## config.mk

```make
export PLATFORM = sky130hd
export DESIGN_NAME = score_display_flat
export DESIGN_NICKNAME = d
export VERILOG_FILES = /design/src/rtl/score_display_pkg.sv /design/src/rtl/score_display_if.sv /design/src/rtl/score_display_bcd_to_seg7.sv /design/src/rtl/score_display.sv /design/src/flat_wrapper.sv
export SDC_FILE = /design/constraint.sdc
export NUM_CORES = 1
export LEC_CHECK = 0
export CAP_MARGIN = 0
export CORE_MARGIN = 5
export CORE_UTILIZATION = 68
export CTS_CLUSTER_SIZE = 25
export DETAILED_ROUTE_END_ITERATION = 12
export DONT_BUFFER_PORTS = 1
export GPL_TIMING_DRIVEN = 0
export PLACE_DENSITY = 0.85
export SLEW_MARGIN = 20
export SYNTH_ARGS = -nofsm -noshare
export SYNTH_HDL_FRONTEND = slang
export SYNTH_HIERARCHICAL = 1
export SYNTH_SLANG_ARGS = --single-unit
export TNS_END_PERCENT = 50
```

## constraint.sdc

```tcl
create_clock -name clk -period 3.95 [get_ports clk]
set_clock_uncertainty 0.05 [all_clocks]
set_input_delay 0.1975 -clock clk [delete_from_list [all_inputs] [get_ports clk]]
set_output_delay 0.1975 -clock clk [all_outputs]
set_load 0.005 [all_outputs]
```

## src/rtl/score_display_pkg.sv

```systemverilog
// Shared constants for the score display: game-state codes, segment patterns
// and the BCD-to-seven-segment table (active-low, ordered {g,f,e,d,c,b,a}).
// Pure declarations; no logic, no latency, no backpressure.
package score_display_pkg;

  localparam logic [1:0] ST_DEAD  = 2'd0;
  localparam logic [1:0] ST_GRACE = 2'd1;
  localparam logic [1:0] ST_PLAY  = 2'd2;

  localparam logic [6:0] SEG_BLANK = 7'h7F;
  localparam logic [6:0] SEG_DASH  = 7'h3F;

  // Digits 0-9, then a dash for the six non-BCD codes.
  localparam logic [6:0] SEG_TAB [16] = '{
    7'h40, 7'h79, 7'h24, 7'h30, 7'h19, 7'h12, 7'h02, 7'h78,
    7'h00, 7'h10, SEG_DASH, SEG_DASH, SEG_DASH, SEG_DASH, SEG_DASH, SEG_DASH
  };

  // A digit is a leading zero when it and every digit above it are zero;
  // digit 0 always shows so a zero score still reads "0".
  function automatic logic digit_blank(input logic [15:0] v, input logic [1:0] k);
    return (k != 2'd0) && ((v >> {k, 2'b00}) == 16'd0);
  endfunction

endpackage

```

## src/rtl/score_display_if.sv

```systemverilog
// Bundle between the game-state logic and the display driver.
// Plain wires; latency is defined by the driver, no backpressure.
// master = score producer side, slave = display driver side.
interface score_display_if;

  logic [15:0] i_nums;
  logic [1:0]  i_state;
  logic        i_hi_clr;
  logic [3:0]  o_an;
  logic [6:0]  o_seg;
  logic        o_dp;
  logic        o_frame_tick;

  modport master (
    output i_nums, i_state, i_hi_clr,
    input  o_an, o_seg, o_dp, o_frame_tick
  );

  modport slave (
    input  i_nums, i_state, i_hi_clr,
    output o_an, o_seg, o_dp, o_frame_tick
  );

endinterface

```

## src/rtl/score_display_bcd_to_seg7.sv

```systemverilog
// One BCD digit to active-low seven-segment pattern; codes 10-15 give a dash.
// Purely combinational, zero latency.
// No backpressure.
module bcd_to_seg7
  import score_display_pkg::*;
(
  input  logic [3:0] bcd,
  output logic [6:0] seg
);

  assign seg = SEG_TAB[bcd];

endmodule

```

## src/rtl/score_display.sv

```systemverilog
// Four-digit multiplexed seven-segment driver with leading-zero blanking,
// dead-state blinking and an optional high-score latch (SCORE_DISP_HISCORE_EN).
// Outputs registered, one cycle after scan/blink state; no backpressure.
module score_display
  import score_display_pkg::*;
#(
  parameter int REFRESH_DIV = 100000,
  parameter int BLINK_DIV   = 25000000
) (
  input  logic             clk,
  input  logic             rst,
  score_display_if.slave   bus
);

  localparam int RC_W = $clog2(REFRESH_DIV > 1 ? REFRESH_DIV : 2);
  localparam int BC_W = $clog2(BLINK_DIV > 1 ? BLINK_DIV : 2);

  logic [RC_W-1:0] rc;
  logic [1:0]      idx;
  logic [15:0]     snap;
  logic [BC_W-1:0] bc;
  logic            vis;

  logic            rc_tc;
  logic            bc_tc;
  logic            frame_wrap;
  logic [15:0]     src;
  logic [3:0]      cur_digit;
  logic [6:0]      dig_seg;
  logic            blanked;
  logic            show;
  logic [3:0]      an_nxt;
  logic [6:0]      seg_nxt;

  assign rc_tc      = (rc == RC_W'(REFRESH_DIV - 1));
  assign bc_tc      = (bc == BC_W'(BLINK_DIV - 1));
  assign frame_wrap = rc_tc && (idx == 2'd3);

`ifdef SCORE_DISP_HISCORE_EN
  logic [15:0] hi;
  logic [1:0]  prev_state;

  // Remember last cycle's game state to find the entry into the dead state.
  always_ff @(posedge clk) begin
    if (rst) prev_state <= ST_DEAD;
    else     prev_state <= bus.i_state;
  end

  // High score survives reset; clear beats a same-cycle update. Packed BCD
  // orders the same as binary, so a plain unsigned compare is enough.
  always_ff @(posedge clk) begin
    if (bus.i_hi_clr)
      hi <= '0;
    else if (!rst && bus.i_state == ST_DEAD && prev_state != ST_DEAD && bus.i_nums > hi)
      hi <= bus.i_nums;
  end

  assign src = (bus.i_state == ST_GRACE) ? hi : bus.i_nums;
`else
  logic unused_hi_clr;
  assign unused_hi_clr = bus.i_hi_clr;
  assign src           = bus.i_nums;
`endif

  // Slot timer, digit index and once-per-frame snapshot so a frame never tears.
  always_ff @(posedge clk) begin
    if (rst) begin
      rc   <= '0;
      idx  <= 2'd0;
      snap <= '0;
    end else begin
      if (rc_tc) begin
        rc  <= '0;
        idx <= idx + 2'd1;
      end else begin
        rc <= rc + 1'b1;
      end
      if (frame_wrap) snap <= src;
    end
  end

  // Blink timer: only runs while dead; leaving dead snaps back to visible.
  always_ff @(posedge clk) begin
    if (rst || bus.i_state != ST_DEAD) begin
      bc  <= '0;
      vis <= 1'b1;
    end else if (bc_tc) begin
      bc  <= '0;
      vis <= ~vis;
    end else begin
      bc <= bc + 1'b1;
    end
  end

  assign cur_digit = 4'(snap >> {idx, 2'b00});
  assign blanked   = digit_blank(snap, idx);
  // Leaving dead forces visibility in the same cycle, before the phase
  // register has caught up.
  assign show      = (bus.i_state != ST_DEAD) || vis;

  bcd_to_seg7 u_dec (
    .bcd (cur_digit),
    .seg (dig_seg)
  );

  // Pick pin values for the current slot: dark when blanked or blink-hidden.
  always_comb begin
    an_nxt  = 4'b1111;
    seg_nxt = SEG_BLANK;
    if (show && !blanked) begin
      an_nxt  = ~(4'b0001 << idx);
      seg_nxt = dig_seg;
    end
  end

  // Register the pins so they are glitch-free at the board.
  always_ff @(posedge clk) begin
    if (rst) begin
      bus.o_an         <= 4'b1111;
      bus.o_seg        <= SEG_BLANK;
      bus.o_frame_tick <= 1'b0;
    end else begin
      bus.o_an         <= an_nxt;
      bus.o_seg        <= seg_nxt;
      bus.o_frame_tick <= frame_wrap;
    end
  end

  assign bus.o_dp = 1'b1;

endmodule

```

## src/flat_wrapper.sv

```systemverilog
// flat-port wrapper written by rule: the top's interface ports become plain ports
module score_display_flat import score_display_pkg::*;
#(
  parameter int REFRESH_DIV = 100000,
  parameter int BLINK_DIV   = 25000000
)
  (clk, rst, bus_i_nums, bus_i_state, bus_i_hi_clr, bus_o_an, bus_o_seg, bus_o_dp, bus_o_frame_tick);
  score_display_if bus_i ();
  input  logic clk;
  input  logic rst;
  input wire logic [$bits(bus_i.i_nums)-1:0] bus_i_nums;
  input wire logic [$bits(bus_i.i_state)-1:0] bus_i_state;
  input wire logic [$bits(bus_i.i_hi_clr)-1:0] bus_i_hi_clr;
  output wire logic [$bits(bus_i.o_an)-1:0] bus_o_an;
  output wire logic [$bits(bus_i.o_seg)-1:0] bus_o_seg;
  output wire logic [$bits(bus_i.o_dp)-1:0] bus_o_dp;
  output wire logic [$bits(bus_i.o_frame_tick)-1:0] bus_o_frame_tick;
  assign bus_i.i_nums = bus_i_nums;
  assign bus_i.i_state = bus_i_state;
  assign bus_i.i_hi_clr = bus_i_hi_clr;
  assign bus_o_an = bus_i.o_an;
  assign bus_o_seg = bus_i.o_seg;
  assign bus_o_dp = bus_i.o_dp;
  assign bus_o_frame_tick = bus_i.o_frame_tick;
  score_display #(.REFRESH_DIV(REFRESH_DIV), .BLINK_DIV(BLINK_DIV)) u_core (.clk(clk), .rst(rst), .bus(bus_i));
endmodule
```

==> reports/qor.yml <==
setup_path:
  end_kind: "register"
  rr_startpoint: "u_core/rc[5]"
  regToRegEndpoint: "u_core/rc[12]"
  crit_type: "reg2reg"
  startpoint_type: "register"
  rrSetupSlack_ns: 1.63
  crit_start: "u_core/rc[5]"
  critical_path_arrival_ns: 2.49
  crit_fanout: 10
  cp-endpoint: "u_core/rc[12]"
  worst-r2r-cell-count: 8
  required_ns: 4.13
place:
  dp_slack_ns: 1.69
  dpl.hpwl_um: 5120
  gp_congestion: 0.905
  portBuffers: 0
flow_run:
  drv_cap: 0
cts:
  cts_buffer_depth: 2
  clkTransAtPathRegs_ns: 0.07
  clock-sinks: 73
  root_buffer: "clkbuf_8"
  post-cts-setup-buffer-count: 0
  clk_latency_ns: 0.34
  cts_buffers: 9
  htreeDepth: 3
  tritoncts: "yes"
routing:
  antenna_left: 0
  num_vias: 3111
  firstDrtPassIters: 6
  routedWlPerCell_um: 15.6
  drt_iter0_drc: 221
  wl_um: 7890
  viasPerCell: 6.14
  drc: 0
yosys:
  synth.avg_cell_area_um2: 8.86
  synth_edf_count: 0
  synth_top_area_share: 0.407
  synth.cell_area_um2: 3590
  synthAdderAreaFrac: 0.0384
  ys_dominant_reg_cell: "dfxtp_1"
  postSynth.asyncResetShare: 0
  synthMuxAreaShare: 0.0307
  ys_types: 56
  yosysSeqAreaShare: 0.407
  yosys_warnings: 6
  synth_xor_area_frac: 0.0537
  synthSimpleGateAreaFrac: 0.316
  synth_area_leader_cell: "dfxtp_1"
  synthCells: 405
  synth_top_family_by_area: "simple AND/OR/NAND/NOR gates"
  synth_compound_area_frac: 0.104
  synth.area.top_cells: "dfxtp_1 (41%), nand4b_1 (4.9%), nor2_1 (4.2%)"
  syn_nets: 437
  synth.most_common_cell: "dfxtp_1"
  ys_ff_latch: 73
  synthTopCellsByCount: "dfxtp_1 (73), nor2_1 (40), o21ai_0 (26)"
finish:
  final_layout_size_suffix_gt1_frac: 0.101
  syn_to_final_growth_pct: 12.6
  fill_cells: 342
  multi_input_area_um2: 1950
  diodes: 0
  regArea_um2: 1460
  nNetsFinal: 465
pwr:
  ir_drop_v: 0.000318
  power_density_nw_per_um2: 340
  leakage_nw: 1.38
floorplan:
  initial_utilization: 0.703
  fp.dieArea_um2: 6830
  die_h_um: 82.6
  num_rows: 26
  die_x_um: 82.6
  pin_count: 34
  core_area_um2: 5110
sta:
  worst_pin_slew_ns: 0.657
  fin_crit_ns: 2.32
  period_share: 0.586
  slew-limit-headroom: 0.558
  rsz0062_at_grt: "no"
  report.final.slew_viol_count: 0
  hold_viol: 0
  finalSetupViolCount: 0
  fin_ws_ns: 1.63
  clock.fmax_mhz: 432
  fin_setup_tns_ns: 0
grt:
  grt_max_degree: 12
  grt.total_usage: 0.248
  grt.overflow.total: 0
  antenna_found_initial: 0
  grt_pass1_vias: 2791
  grt_pass1_wl_um: 13000
min_path:
  hold_path_class: "in2reg"
outcome:
  outcome: "finished, final reports clean"
-- flip-flops by register name (all words and copies together) (netlist names) --
name	cells
u_core/bc	25
u_core/rc	17
u_core/snap	16
u_core/bus.o_seg	7
u_core/bus.o_an	4
u_core/idx	2
u_core/bus.o_frame_tick	1
u_core/vis	1
-- kinds of logic after synthesis --
family          after synthesis
fa+ha+maj                    11
mux                           6
compound gates               64
simple gates                191
xor+xnor                     22
flops                        73
other cells                   1
buf+inv                      37
-- power breakdown --
group          switching [W]  total [W]  internal (W)
clock network       0.000261   0.000583      0.000321
logic              0.0000218  0.0000459     0.0000241
registers         0.00000456   0.000747      0.000743
-- critical path, stage by stage (launching register included) --
cell and delay, ns:
dfxtp_1 0.29, buf_2 0.16, or4bb_1 0.56, nor4_2 0.37, buf_4 0.24, or2_1 0.12
clkbuf_2 0.16, buf_4 0.19, nor2_1 0.07
-- worst min-delay path by stage --
stage,start,end,cells past startpoint
floorplan,rst,u_core/vis,2
global placement,rst,u_core/vis,2
detailed placement,rst,u_core/vis,2
CTS,bus_i_nums[7],u_core/snap[7],2
global route,bus_i_state[0],u_core/bc[2],2
finish,bus_i_state[0],u_core/bc[2],2
-- stage by stage --
step	std cells	total power [W]	utilization	area, um^2	hold slack (ns)
CTS	507	0.00139	0.791	4040	0.0143
finish	507	0.00138	0.791	4040	0.0320
detailed placement	475	0.000795	0.720	3680	0.283
floorplan	405	0.000788	-	3590	0.266
global placement	475	0.000794	0.720	3680	0.279
global route	507	0.00143	0.791	4040	0.0295
-- placed cells by master, fill, tap and decap left out, types with 2 or more instances in the layout --
cell type	Yosys	routed
and2_1	6	6
buf_6	2	2
nand2b_1	17	17
ha_1	11	11
clkbuf_2	3	3
a21oi_1	18	18
nand4_1	13	13
nand2_1	19	19
or4_1	11	11
nor2_1	40	40
buf_4	3	3
dlygate4sd3_1	0	17
mux2i_1	2	2
a22oi_1	2	2
nor3_1	8	8
nor4_1	5	5
o31ai_1	10	10
clkbuf_1	12	13
nand3_1	18	18
dfxtp_1	73	73
buf_2	4	4
and3_1	4	4
or2_2	4	4
o21ai_0	26	26
or3_1	6	6
xor2_1	13	13
clkbuf_8	0	11
and4_1	3	3
inv_1	13	13
nand4b_1	20	20
mux4_2	4	4
xnor2_1	9	9
clkinv_2	0	2
-- per-layer routing --
layer | part of all wire | global-route usage | vias to the layer above
li1 | - | - | 1505
met2 | 0.47 | 0.397 | 129
met1 | 0.45 | 0.326 | 1465
met4 | 0.016 | 0.109 | 0
met3 | 0.062 | 0.0445 | 12
met5 | 0 | 0 | -
-- final cells by class --
type | count | area share
inverters | 13 | 0.0121
clock buffers | 12 | 0.0384
flip-flops and latches | 73 | 0.362
multi-input cells | 295 | 0.483
plain buffers | 24 | 0.0310
well taps | 70 | 0.0217
clock inverters | 3 | 0.00991
repair buffers | 17 | 0.0421
-- repair_timing --
action	CTS	global route
hold endpoints to repair	16	0
resized for setup	0	0
hold buffers	17	0
setup endpoints to repair	0	0
No activity file was read; power rests on OpenSTA's default activity.
